`src/rtl/wb_arbiter_if.sv`:
```
// Bundle of the two writeback ports, scoreboard set port, pending vector and
// register-file write port seen by wb_arbiter.
interface wb_arbiter_if;
  logic        a_val;
  logic        a_rdy;
  logic [4:0]  a_addr;
  logic [31:0] a_data;
  logic        b_val;
  logic        b_rdy;
  logic [4:0]  b_addr;
  logic [31:0] b_data;
  logic        sb_set_en;
  logic [4:0]  sb_set_addr;
  logic [31:0] pending;
  logic        wr_en;
  logic [4:0]  wr_addr;
  logic [31:0] wr_data;

  modport slave (
    input  a_val, a_addr, a_data, b_val, b_addr, b_data, sb_set_en, sb_set_addr,
    output a_rdy, b_rdy, pending, wr_en, wr_addr, wr_data
  );

  modport master (
    output a_val, a_addr, a_data, b_val, b_addr, b_data, sb_set_en, sb_set_addr,
    input  a_rdy, b_rdy, pending, wr_en, wr_addr, wr_data
  );
endinterface

```
`src/rtl/wb_arbiter.sv`:
```
// Register-file write-port arbiter: port A (pipeline) has priority, port B
// (long-latency) is queued in a 2-entry FIFO with starvation relief; tracks pending regs.
module wb_arbiter #(
  parameter int unsigned p_starve_limit = 4
) (
  input logic         clk,
  input logic         reset,
  wb_arbiter_if.slave bus
);

  localparam logic [3:0] c_starve_limit = 4'(p_starve_limit);

  logic [4:0]  fifo_addr [2];
  logic [31:0] fifo_data [2];
  logic        rd_ptr;
  logic        wr_ptr;
  logic [1:0]  fifo_cnt;
  logic [3:0]  starve_cnt;
  logic [31:0] pending_q;
  logic [31:0] pending_nxt;

  logic        fifo_empty;
  logic        fifo_full;
  logic        starve;
  logic        a_rdy_int;
  logic        b_rdy_int;
  logic        a_xfer;
  logic        head_wr;
  logic        push;
  logic [4:0]  head_addr;
  logic [31:0] head_data;

  assign fifo_empty = (fifo_cnt == 2'd0);
  assign fifo_full  = (fifo_cnt == 2'd2);
  assign head_addr  = fifo_addr[rd_ptr];
  assign head_data  = fifo_data[rd_ptr];

  // Holding A off for one cycle guarantees the starved head a slot.
  assign starve    = !fifo_empty && (starve_cnt == c_starve_limit);
  assign a_rdy_int = !starve;
  assign a_xfer    = !reset && bus.a_val && a_rdy_int;
  assign head_wr   = !reset && !fifo_empty && !a_xfer;
  assign b_rdy_int = !reset && (!fifo_full || head_wr);
  assign push      = bus.b_val && b_rdy_int;

  assign bus.a_rdy   = a_rdy_int;
  assign bus.b_rdy   = b_rdy_int;
  assign bus.pending = pending_q;

  always_comb begin
    bus.wr_en   = 1'b0;
    bus.wr_addr = bus.a_addr;
    bus.wr_data = bus.a_data;
    if (a_xfer) begin
      bus.wr_en = (bus.a_addr != 5'd0);
    end else if (head_wr) begin
      bus.wr_en   = (head_addr != 5'd0);
      bus.wr_addr = head_addr;
      bus.wr_data = head_data;
    end
  end

  // Set is applied after clear so a same-cycle set of the same register wins.
  always_comb begin
    pending_nxt = pending_q;
    if (head_wr) pending_nxt[head_addr] = 1'b0;
    if (bus.sb_set_en) pending_nxt[bus.sb_set_addr] = 1'b1;
    pending_nxt[0] = 1'b0;
  end

  always_ff @(posedge clk) begin
    if (push) begin
      fifo_addr[wr_ptr] <= bus.b_addr;
      fifo_data[wr_ptr] <= bus.b_data;
    end
  end

  always_ff @(posedge clk) begin
    if (reset) begin
      rd_ptr     <= 1'b0;
      wr_ptr     <= 1'b0;
      fifo_cnt   <= 2'd0;
      starve_cnt <= 4'd0;
      pending_q  <= 32'h0;
    end else begin
      if (push) wr_ptr <= ~wr_ptr;
      if (head_wr) rd_ptr <= ~rd_ptr;
      case ({push, head_wr})
        2'b10:   fifo_cnt <= fifo_cnt + 2'd1;
        2'b01:   fifo_cnt <= fifo_cnt - 2'd1;
        default: fifo_cnt <= fifo_cnt;
      endcase
      if (fifo_empty || head_wr) starve_cnt <= 4'd0;
      else if (starve_cnt != 4'hF) starve_cnt <= starve_cnt + 4'd1;
      pending_q <= pending_nxt;
    end
  end

endmodule

```
`src/flat_wrapper.sv`:
```
// flat-port wrapper written by rule: the top's interface ports become plain ports
module wb_arbiter_flat 
#(
  parameter int unsigned p_starve_limit = 4
)
  (clk, reset, bus_a_val, bus_a_addr, bus_a_data, bus_b_val, bus_b_addr, bus_b_data, bus_sb_set_en, bus_sb_set_addr, bus_a_rdy, bus_b_rdy, bus_pending, bus_wr_en, bus_wr_addr, bus_wr_data);
  wb_arbiter_if bus_i ();
  input logic clk;
  input logic reset;
  input wire logic [$bits(bus_i.a_val)-1:0] bus_a_val;
  input wire logic [$bits(bus_i.a_addr)-1:0] bus_a_addr;
  input wire logic [$bits(bus_i.a_data)-1:0] bus_a_data;
  input wire logic [$bits(bus_i.b_val)-1:0] bus_b_val;
  input wire logic [$bits(bus_i.b_addr)-1:0] bus_b_addr;
  input wire logic [$bits(bus_i.b_data)-1:0] bus_b_data;
  input wire logic [$bits(bus_i.sb_set_en)-1:0] bus_sb_set_en;
  input wire logic [$bits(bus_i.sb_set_addr)-1:0] bus_sb_set_addr;
  output wire logic [$bits(bus_i.a_rdy)-1:0] bus_a_rdy;
  output wire logic [$bits(bus_i.b_rdy)-1:0] bus_b_rdy;
  output wire logic [$bits(bus_i.pending)-1:0] bus_pending;
  output wire logic [$bits(bus_i.wr_en)-1:0] bus_wr_en;
  output wire logic [$bits(bus_i.wr_addr)-1:0] bus_wr_addr;
  output wire logic [$bits(bus_i.wr_data)-1:0] bus_wr_data;
  assign bus_i.a_val = bus_a_val;
  assign bus_i.a_addr = bus_a_addr;
  assign bus_i.a_data = bus_a_data;
  assign bus_i.b_val = bus_b_val;
  assign bus_i.b_addr = bus_b_addr;
  assign bus_i.b_data = bus_b_data;
  assign bus_i.sb_set_en = bus_sb_set_en;
  assign bus_i.sb_set_addr = bus_sb_set_addr;
  assign bus_a_rdy = bus_i.a_rdy;
  assign bus_b_rdy = bus_i.b_rdy;
  assign bus_pending = bus_i.pending;
  assign bus_wr_en = bus_i.wr_en;
  assign bus_wr_addr = bus_i.wr_addr;
  assign bus_wr_data = bus_i.wr_data;
  wb_arbiter #(.p_starve_limit(p_starve_limit)) u_core (.clk(clk), .reset(reset), .bus(bus_i));
endmodule
```
`config.mk`:
```
export PLATFORM = sky130hd
export DESIGN_NAME = wb_arbiter_flat
export DESIGN_NICKNAME = d
export VERILOG_FILES = /design/src/rtl/wb_arbiter_if.sv /design/src/rtl/wb_arbiter.sv /design/src/flat_wrapper.sv
export SDC_FILE = /design/constraint.sdc
export NUM_CORES = 1
export LEC_CHECK = 0
export ABC_AREA = 0
export BUFFER_PORTS_ARGS = -buffer_cell sky130_fd_sc_hd__buf_4
export CORE_ASPECT_RATIO = 2
export CORE_UTILIZATION = 30
export DETAILED_ROUTE_END_ITERATION = 12
export GPL_ROUTABILITY_DRIVEN = 0
export PLACE_DENSITY = 0.59
export SYNTH_ARGS = -nofsm -noshare
export SYNTH_HDL_FRONTEND = slang
export SYNTH_SLANG_ARGS = --single-unit
export TNS_END_PERCENT = 5
```
`constraint.sdc`:
```
create_clock -name clk -period 2.88 [get_ports clk]
set_clock_uncertainty 0.1 [all_clocks]
set_input_delay 0.144 -clock clk [delete_from_list [all_inputs] [get_ports clk]]
set_output_delay 0.144 -clock clk [all_outputs]
set_load 0.005 [all_outputs]
```
Yosys cells after proc, flatten, opt, wreduce, memory -nomap -nowiden
Memories as Yosys holds them, arrays and structs flattened. A register that Yosys moved wholly into a read port is not among the register bits.
Cells that the tools add are included.
{"block": "classes", "add_sub_neg": 3, "reduce_logical": 21, "mux": 19, "magnitude_cmp": 4, "bitwise": 5, "eq_ne": 5}
{"operator": "32-bit two-way mux", "n": 4}
{"operator": "32-bit bitwise AND", "n": 1}
{"operator": "32-bit inverter", "n": 1}
{"operator": "32-bit bitwise OR", "n": 1}
{"operator": "5-bit by 6-bit < comparator with 1-bit output (second input constant)", "n": 2}
{"operator": "1-bit demux with 5-bit select", "n": 2}
{"operator": "5-bit by 1-bit >= comparator with 1-bit output (second input constant)", "n": 2}
{"operator": "1-bit two-way mux", "n": 10}
{"operator": "5-bit two-way mux", "n": 2}
{"operator": "5-bit nonzero test", "n": 2}
{"operator": "1-bit logical AND", "n": 9}
{"operator": "1-bit zero test", "n": 5}
{"operator": "4-bit by 1-bit adder with 4-bit output (second input constant)", "n": 1}
{"operator": "2-bit == test (second input constant)", "n": 2}
{"operator": "4-bit by 3-bit == test with 1-bit output (second input constant)", "n": 1}
{"operator": "4-bit inequality test (second input constant)", "n": 1}
{"operator": "2-bit case mux with 2 select lines", "n": 1}
{"operator": "2-bit by 1-bit adder with 2-bit output (second input constant)", "n": 1}
{"operator": "2-bit by 1-bit == test with 1-bit output (second input constant)", "n": 1}
{"operator": "2-bit zero test", "n": 1}
{"operator": "1-bit logical OR", "n": 2}
{"operator": "1-bit inverter", "n": 2}
{"operator": "2-bit nonzero test", "n": 1}
{"operator": "2-bit OR reduction", "n": 1}
{"operator": "2-bit by 1-bit subtractor with 2-bit output (second input constant)", "n": 1}
{"block": "word_totals", "regBits": 40, "in_bits": 84, "ramBits": 74, "elab_cells": 65, "n_memories": 2}
{"memory": "u_core.fifo_data", "words": 2, "width": 32, "rd": 1, "rd_clocked_by_memory_dff": 1, "write_ports": 1, "line_no": "wb_arbiter.sv:14", "text": "logic [31:0] fifo_data [2];"}
{"memory": "u_core.fifo_addr", "words": 2, "width": 5, "rd": 1, "rd_clocked_by_memory_dff": 1, "write_ports": 1, "line_no": "wb_arbiter.sv:13", "text": "logic [4:0] fifo_addr [2];"}

Logic depth before layout (Yosys ltp)
Gate-level depths: netlist of run 1.
{"block": "logic_depth", "word_depth": 12, "mapped_depth": 11}

Worst setup path after synthesis of run 1
No wires, ideal clock.
{"block": "synth_timing", "kind": "register to register", "startpoint": "reg u_core.starve_cnt[0]", "endpoint": "mem u_core.fifo_addr[0][0], enable pin", "stages_incl_launch_ff": 7, "arrival_ps": 2469, "slack_ps": -121, "t_required_ps": 2349, "n_path_buf": 1, "path_cell_list": "dfxtp_1 -> inv_1 -> ha_1 -> and3b_1 -> buf_6 -> o41ai_4 -> nor2_1"}
{"block": "synth_between", "elab_chain_len": 11}
{"item": "start: declaration", "line_no": "wb_arbiter.sv:18", "text": "logic [3:0] starve_cnt;"}
{"item": "start signal: assignment", "line_no": "wb_arbiter.sv:94", "text": "else if (starve_cnt != 4'hF) starve_cnt <= starve_cnt + 4'd1;"}
{"item": "4-bit by 3-bit == test with 1-bit output", "line_no": "wb_arbiter.sv:39", "text": "assign starve = !fifo_empty && (starve_cnt == c_starve_limit);"}
{"item": "1-bit logical AND", "line_no": "wb_arbiter.sv:39"}
{"item": "1-bit zero test", "line_no": "wb_arbiter.sv:40", "text": "assign a_rdy_int = !starve;"}
{"item": "1-bit logical AND", "line_no": "wb_arbiter.sv:41", "text": "assign a_xfer = !reset && bus.a_val && a_rdy_int;"}
{"item": "1-bit zero test", "line_no": "wb_arbiter.sv:42", "text": "assign head_wr = !reset && !fifo_empty && !a_xfer;"}
{"item": "1-bit logical AND", "line_no": "wb_arbiter.sv:42"}
{"item": "1-bit logical OR", "line_no": "wb_arbiter.sv:43", "text": "assign b_rdy_int = !reset && (!fifo_full || head_wr);"}
{"item": "1-bit logical AND", "line_no": "wb_arbiter.sv:43"}
{"item": "1-bit logical AND", "line_no": "wb_arbiter.sv:44", "text": "assign push = bus.b_val && b_rdy_int;"}
{"item": "1-bit two-way mux", "line_no": "wb_arbiter.sv:72", "text": "if (push) begin"}
{"item": "1-bit two-way mux (implied by the code)", "line_no": "wb_arbiter.sv:73", "text": "fifo_addr[wr_ptr] <= bus.b_addr;"}
{"item": "end: declaration", "line_no": "wb_arbiter.sv:13"}
Every way passes these cells.

Worst setup path after layout of run 1
{"block": "layout_timing", "startpoint": "reg u_core.starve_cnt[0]", "endpoint": "out bus_wr_addr[1]"}
{"block": "layout_between", "elab_chain_len": 8}
{"item": "4-bit by 3-bit == test with 1-bit output (*)", "line_no": "wb_arbiter.sv:39"}
{"item": "1-bit logical AND (*)", "line_no": "wb_arbiter.sv:39"}
{"item": "1-bit zero test (*)", "line_no": "wb_arbiter.sv:40"}
{"item": "1-bit logical AND (*)", "line_no": "wb_arbiter.sv:41"}
{"item": "1-bit zero test", "line_no": "wb_arbiter.sv:42"}
{"item": "1-bit logical AND", "line_no": "wb_arbiter.sv:42"}
{"item": "5-bit two-way mux", "line_no": "wb_arbiter.sv:56", "text": "end else if (head_wr) begin"}
{"item": "5-bit two-way mux (*)", "line_no": "wb_arbiter.sv:54", "text": "if (a_xfer) begin"}
{"item": "end: declaration", "line_no": "flat_wrapper.sv:22", "text": "output wire logic [$bits(bus_i.wr_addr)-1:0] bus_wr_addr;"}
Every way passes the cells marked *; elsewhere a longest branch is shown, timed or not.

==> results of run 1 <==
[critical path, stage by stage, from the launching register on]
cell     delay [ps]
dfxtp_1         360
inv_1            80
ha_1            130
and3b_1         420
o21a_2          250
buf_4           290
mux2_4          330
buf_4           130
[logic make-up after synthesis]
| group | count (synthesis) | share of synthesized area, % |
|---|---|---|
| and+or+nand+nor | 141 | 13.4 |
| DFF | 114 | 60.1 |
| AOI/OAI and AO/OA | 109 | 12.4 |
| muxes | 41 | 8.56 |
| buffers and inverters | 31 | 3.88 |
| xor gates and xnor gates | 5 | 0.870 |
| adders and majority gates | 3 | 0.746 |
| other | 1 | 0.0745 |
[state kept, by name (all words and copies together), names as in the netlist, named ones only]
signal              cells
u_core.bus.pending     31
u_core.fifo_addr       10
u_core.fifo_cnt         2
u_core.fifo_data       64
u_core.rd_ptr           1
u_core.starve_cnt       4
u_core.wr_ptr           1
[stage by stage]
step,std cells,TNS (ps)
floorplan,445,-8930
CTS,860,0
detailed placement,787,0
global placement,787,0
global route,860,0
finish,860,0
[cells in the mapped netlist (8+ instances only)]
| cell type | count | area, sq um |
|---|---|---|
| a21oi_1 | 58 | 290 |
| buf_6 | 8 | 90.1 |
| dfxtp_1 | 40 | 801 |
| edfxtp_1 | 74 | 2220 |
| buf_2 | 9 | 45.0 |
| nor3b_1 | 10 | 75.1 |
| nor2_1 | 50 | 188 |
| o21ai_0 | 39 | 195 |
| mux2i_1 | 34 | 340 |
| nor2b_1 | 9 | 56.3 |
| nand2_1 | 44 | 165 |
[timing repair]
item | in CTS | in global routing
endpoints found under the hold margin | 78 | 0
buffers inserted | 0 | 0
hold buffers | 41 | 0
setup endpoints to repair | 0 | 16
gates resized for setup | 0 | 1
[power by group through the flow]
stage	Clock, mW	Combinational [mW]	Sequential (mW)
2_1_floorplan	0	0.391	1.86
3_3_place_gp	0	0.641	1.89
3_5_place_dp	0	0.651	1.90
4_1_cts	2.18	0.700	1.86
5_1_grt	2.25	0.761	1.87
6_report	2.14	0.692	1.86
[final cells by class]
type                            instances  share of cell area [%]
Sequential cell                       114                    41.0
Multi-Input combinational cell        300                    24.8
Timing Repair Buffer                  203                    22.1
Clock buffer                           17                    5.77
Tap cell                              204                    3.46
Clock inverter                         15                    2.49
Inverter                                7                   0.356
[per-layer routing]
layer	vias up	wire [um]	global-route usage (%)
met5	-	0	0
met4	0	361	7.75
met3	20	607	3.49
met2	153	7610	30.8
met1	1945	4440	13.8
li1	2010	-	-
[layout by cell type (no fill, tap or decap), drive strengths merged, types with 4 or more instances in the layout]
cell / synthesis / routed
a21oi: 58 / 58
and3b: 7 / 7
buf: 22 / 162
clkbuf: 2 / 17
clkinv: 0 / 7
dfxtp: 40 / 40
dlygate4sd3: 0 / 41
edfxtp: 74 / 74
inv: 7 / 10
mux2: 7 / 7
mux2i: 34 / 34
nand2: 44 / 44
nor2: 50 / 50
nor2b: 9 / 9
nor3: 7 / 7
nor3b: 10 / 10
o21ai: 39 / 39
xnor2: 4 / 4
[final timing paths]
path / from / end
max: u_core.starve_cnt[0] / bus_wr_addr[1]
min: reset / u_core.fifo_cnt[0]
max reg2reg: u_core.starve_cnt[0] / u_core.fifo_cnt[1]
min reg2reg: u_core.bus.pending[20] / u_core.bus.pending[20]
==> reports/qor.csv, run 1 <==
stage;metric;value;unit
pwr;ir_drop;0.439;mV
timing;rsz0062_at_grt;no;
run_status;status;completed;
layout;postLayoutCoreUtil;45.1;%
yosys;synth.distinct_cells;40;
floorplanning;rows;66;
pwr;pwr-share-clk;45.6;%
timing;period_share;91.6;%
clock_tree;cts_root_buf;clkbuf_16;
layout;postLayoutCellArea;7370;sq um
clock_tree;cts_tree;yes;
detailed_routing;firstDrtPassIters;4;
worst_setup_path;path_class;register to primary output;
floorplanning;start_util;30.8;%
yosys;avgSynthCellArea;11.3;sq um
layout;fillers;1561;
yosys;yosys_warnings;0;
flow_run;drv_cap;0;
floorplanning;die_w;93.6;um
global_routing;grt_max_degree;51;
worst_setup_path;cp-end-kind;primary output;
worst_setup_path;required;2640;ps
yosys;synth_flop_cell;edfxtp_1;
clock_tree;path_clk_slew;60;ps
pwr;seqPwrFrac;39.7;%
pwr;switching_share;24.4;%
layout;multi_input_area;1830;sq um
global_routing;grt_use_total;15.4;%
layout;finalNetCount;730;
worst_setup_path;rr_worst_depth;8;
detailed_routing;antenna_left;0;
detailed_routing;vias;4128;
yosys;synth_edf_count;74;
global_routing;grt_pass1_vias;4097;
layout;area_growth;46.6;%
floorplanning;dieArea;17300;sq um
timing;final.setup.worst_slack;243;ps
worst_setup_path;start_kind;register;
timing;finalWorstPathRequiredPeriod;2640;ps
timing;relSlewSlack;43.6;%
detailed_routing;vias_per_cell;4.80;
pwr;power;4.69;mW
pwr;p_int;3.55;mW
floorplanning;core;16400;sq um
pwr;power_leakage;2.86;nW
detailed_routing;drc;0;
detailed_routing;drt-initial-drc-count;204;
yosys;synth_seq_area_share;60.1;%
detailed_routing;totalWireLength;13000;um
timing;max_freq;0.379;GHz
global_routing;antenna_found_initial;0;
global_routing;gr-total-overflow;0;
pwr;p_per_area;636;nW/um^2
yosys;ys_ff_latch;114;
detailed_routing;routedWlPerCell;15.1;um
placed_design;placed_area;6350;sq um
timing;holdWs;66.6;ps
pwr;combPwrFrac;14.7;%
worst_setup_path;arrival;2390;ps
timing;hold_violations;0;
timing;setup_viol;0;
clock_tree;clk_path_buf_depth;2;
clock_tree;cts_made_buffers;17;
hold_path;worstHoldPathType;primary input to register;
worst_setup_path;regToRegSetupSlack;510;ps
floorplanning;io-pin-count;156;
layout;final-seq-area;3020;sq um
placed_design;place_hpwl;9250;um
yosys;syn_inst;445;
yosys;syn_nets;532;
timing;slew_viol_final;0;
pwr;switching_power;1.15;mW
floorplanning;die_y;185;um
hold_path;min_path_cells;2;
yosys;synthArstFlopShare;0;%
placed_design;post-place-ws;507;ps
clock_tree;htreeDepth;4;
layout;diodes;0;
clock_tree;clock_latency;400;ps
worst_setup_path;path_max_fanout;23;
placed_design;io_buffer_count;154;
timing;worst_pin_slew;845;ps
layout;drive_gt1_share;32.0;%
yosys;syn_area;5030;sq um
global_routing;grt_pass1_wl;19800;um
clock_tree;clock-sinks;114;
Power figures use the tool's default switching activity.
==> inputs of run 2 (changes only) <==
Settings changed: BUFFER_PORTS_ARGS -buffer_cell sky130_fd_sc_hd__buf_4 to not set, CELL_PAD_IN_SITES_DETAIL_PLACEMENT set to 1, CELL_PAD_IN_SITES_GLOBAL_PLACEMENT set to 2, DONT_BUFFER_PORTS set to 1, PLACE_DENSITY 0.59 to 0.71.
==> run 2 against run 1 <==
Net effect: clock power is 4% higher; die area stayed put; global-route usage is 0.41 points higher; count of clock-buffer cells in the layout is 1 higher; sequential cell count stayed put; critical path depth stayed put; final cell count is 17% lower; total power is 1.9% lower; register-to-register slack worse by 120 ps; routed wire length is 3.1% higher; critical path type unchanged; critical endpoint is now bus_wr_data[7]; largest cell class unchanged; largest power group unchanged; highest routed layer unchanged.
==> reports/qor.csv, run 2 (synthesis results as in run 1) <==
stage;metric;value;unit;change
run_status;status;completed;;unchanged
worst_setup_path;cp_slowest_cell;and3b_1;;unchanged
detailed_routing;routedWlPerCell;18.8;um;was 15.1 um
timing;setup_viol;0;;unchanged
placed_design;io_buffer_count;0;;was 154
layout;diodes;0;;unchanged
timing;finalWorstPathRequiredPeriod;2580;ps;was 2640 ps
global_routing;gr-total-overflow;0;;unchanged
timing;slew_viol_final;0;;unchanged
layout;instances_no_fill;713;;was 860
timing;hold_violations;0;;unchanged
worst_setup_path;cp_cell_sequence;inv_1 -> ha_1 -> and3b_1 -> o21a_2 -> buf_6 -> nor2_1 -> a21oi_1;;was inv_1 -> ha_1 -> and3b_1 -> o21a_2 -> buf_4 -> mux2_4 -> buf_4
layout;top_register;u_core.fifo_data;;unchanged
worst_setup_path;path_max_fanout;64;;was 23
global_routing;grt_use_total;15.8;%;was 15.4%
worst_setup_path;critPathLaunch;u_core.starve_cnt[1];;was u_core.starve_cnt[0]
placed_design;place_inst;634;;was 787
timing;rsz0062_at_grt;no;;unchanged
layout;postLayoutCoreUtil;38.7;%;was 45.1%
clock_tree;clk_path_buf_depth;2;;unchanged
clock_tree;cts_root_buf;clkbuf_16;;unchanged
layout;multi_input_area;1830;sq um;unchanged
worst_setup_path;path_class;register to primary output;;unchanged
floorplanning;die_w;93.6;um;unchanged
hold_path;min_path_cells;3;;was 2
floorplanning;dieArea;17300;sq um;unchanged
detailed_routing;antenna_left;0;;unchanged
worst_setup_path;cp-end-kind;primary output;;unchanged
timing;max_freq;0.388;GHz;was 0.379 GHz
floorplanning;start_util;30.8;%;unchanged
layout;area_growth;25.9;%;was 46.6%
timing;relSlewSlack;52.1;%;was 43.6%
worst_setup_path;arrival;2330;ps;was 2390 ps
layout;finalNetCount;583;;was 730
detailed_routing;drc;0;;unchanged
worst_setup_path;r2r_start;u_core.starve_cnt[0];;unchanged
worst_setup_path;start_kind;register;;unchanged
timing;finalSetupTns;0;ps;unchanged
pwr;p_per_area;727;nW/um^2;was 636 nW/um^2
pwr;ir_drop;0.536;mV;was 0.439 mV
flow_run;drv_cap;0;;unchanged
detailed_routing;firstDrtPassIters;4;;unchanged
clock_tree;clock-sinks;114;;unchanged
hold_path;worstHoldPathType;primary input to register;;unchanged
timing;holdWs;26.3;ps;was 66.6 ps
worst_setup_path;required;2640;ps;about the same
clock_tree;clock_latency;400;ps;about the same
layout;final_common_cell;edfxtp_1;;was buf_4
floorplanning;io-pin-count;156;;unchanged
floorplanning;rows;66;;unchanged
pwr;power_leakage;2.16;nW;was 2.86 nW
detailed_routing;totalWireLength;13400;um;was 13000 um
clock_tree;cts_made_buffers;17;;unchanged
layout;drive_gt1_share;10.4;%;was 32.0%
clock_tree;path_clk_slew;60;ps;about the same
detailed_routing;vias;3550;;was 4128
detailed_routing;vias_per_cell;4.98;;was 4.80
timing;period_share;89.5;%;was 91.6%
pwr;power;4.60;mW;was 4.69 mW
detailed_routing;drt-initial-drc-count;82;;was 204
worst_setup_path;regToRegSetupSlack;390;ps;was 510 ps
floorplanning;die_y;185;um;unchanged
layout;final_cell_mix;edfxtp_1 (74), a21oi_1 (58), nor2_1 (48), dlygate4sd3_1 (46), nand2_1 (44);;was buf_4 (161), edfxtp_1 (74), a21oi_1 (58), nor2_1 (48), nand2_1 (44)
timing;final.setup.worst_slack;303;ps;was 243 ps
layout;postLayoutCellArea;6330;sq um;was 7370 sq um
floorplanning;core;16400;sq um;unchanged
placed_design;place_hpwl;9360;um;was 9250 um
placed_design;placed_area;5230;sq um;was 6350 sq um
worst_setup_path;critical-path-max-stage-delay;420;ps;about the same
timing;worst_pin_slew;712;ps;was 845 ps
layout;fillers;1796;;was 1561
layout;largest_register_ff_count;64;;unchanged
placed_design;post-place-ws;529;ps;was 507 ps
global_routing;grt_pass1_vias;3795;;was 4097
clock_tree;cts_tree;yes;;unchanged
global_routing;grt_max_degree;65;;was 51
clock_tree;htreeDepth;4;;unchanged
worst_setup_path;rr_worst_depth;8;;unchanged
worst_setup_path;critPathCapture;bus_wr_data[7];;was bus_wr_addr[1]
layout;final-seq-area;3020;sq um;unchanged
global_routing;antenna_found_initial;0;;unchanged
global_routing;grt_pass1_wl;19800;um;about the same
[run 2: what timing repair did]
action | in CTS | in global routing
hold buffers | 47 | 0
resized for setup | 0 | 1
setup endpoints to repair | 0 | 14
setup buffers | 0 | 0
endpoints found under the hold margin | 110 | 0
[run 2: worst min-delay path by stage]
stage                                  end  slack (ps)                from
floorplan           u_core.fifo_addr[0][0]         140       bus_b_addr[0]
global placement    u_core.bus.pending[21]         120               reset
detailed placement                register         120               reset
CTS                 u_core.bus.pending[22]           4  bus_sb_set_addr[2]
global route        u_core.bus.pending[22]          30  bus_sb_set_addr[2]
finish              u_core.bus.pending[22]          30  bus_sb_set_addr[2]
[run 2: worst max-delay path: cells and delay by family (launching register included)]
kind / cells / cell delay, ps
simple gates: 2 / 530
buf+inv: 2 / 460
compound gates: 2 / 430
flops: 1 / 350
fa+ha+maj: 1 / 140
[run 2: layout make-up]
| cell class | instances | area share (%) |
|---|---|---|
| clock inverter | 14 | 3.04 |
| timing repair buffer | 56 | 9.11 |
| clock buffer | 18 | 6.78 |
| inverter | 7 | 0.415 |
| tap | 204 | 4.03 |
| multi-input combinational | 300 | 28.9 |
| sequential | 114 | 47.7 |
[run 2: where the power goes]
group / total (mW) / leakage, nW / switching (mW) / internal [mW]
sequential: 1.86 / 1.00 / 0.0476 / 1.81
clock: 2.23 / 0.305 / 0.718 / 1.51
combinational: 0.513 / 0.850 / 0.301 / 0.212
[run 2: metal layers]
layer	global-route usage, %	part of all wire, %	vias up
met5	0	0	-
met4	6.52	1.5	0
met3	4.47	5.0	11
met2	32.4	59	118
met1	13.5	34	1713
li1	-	-	1708
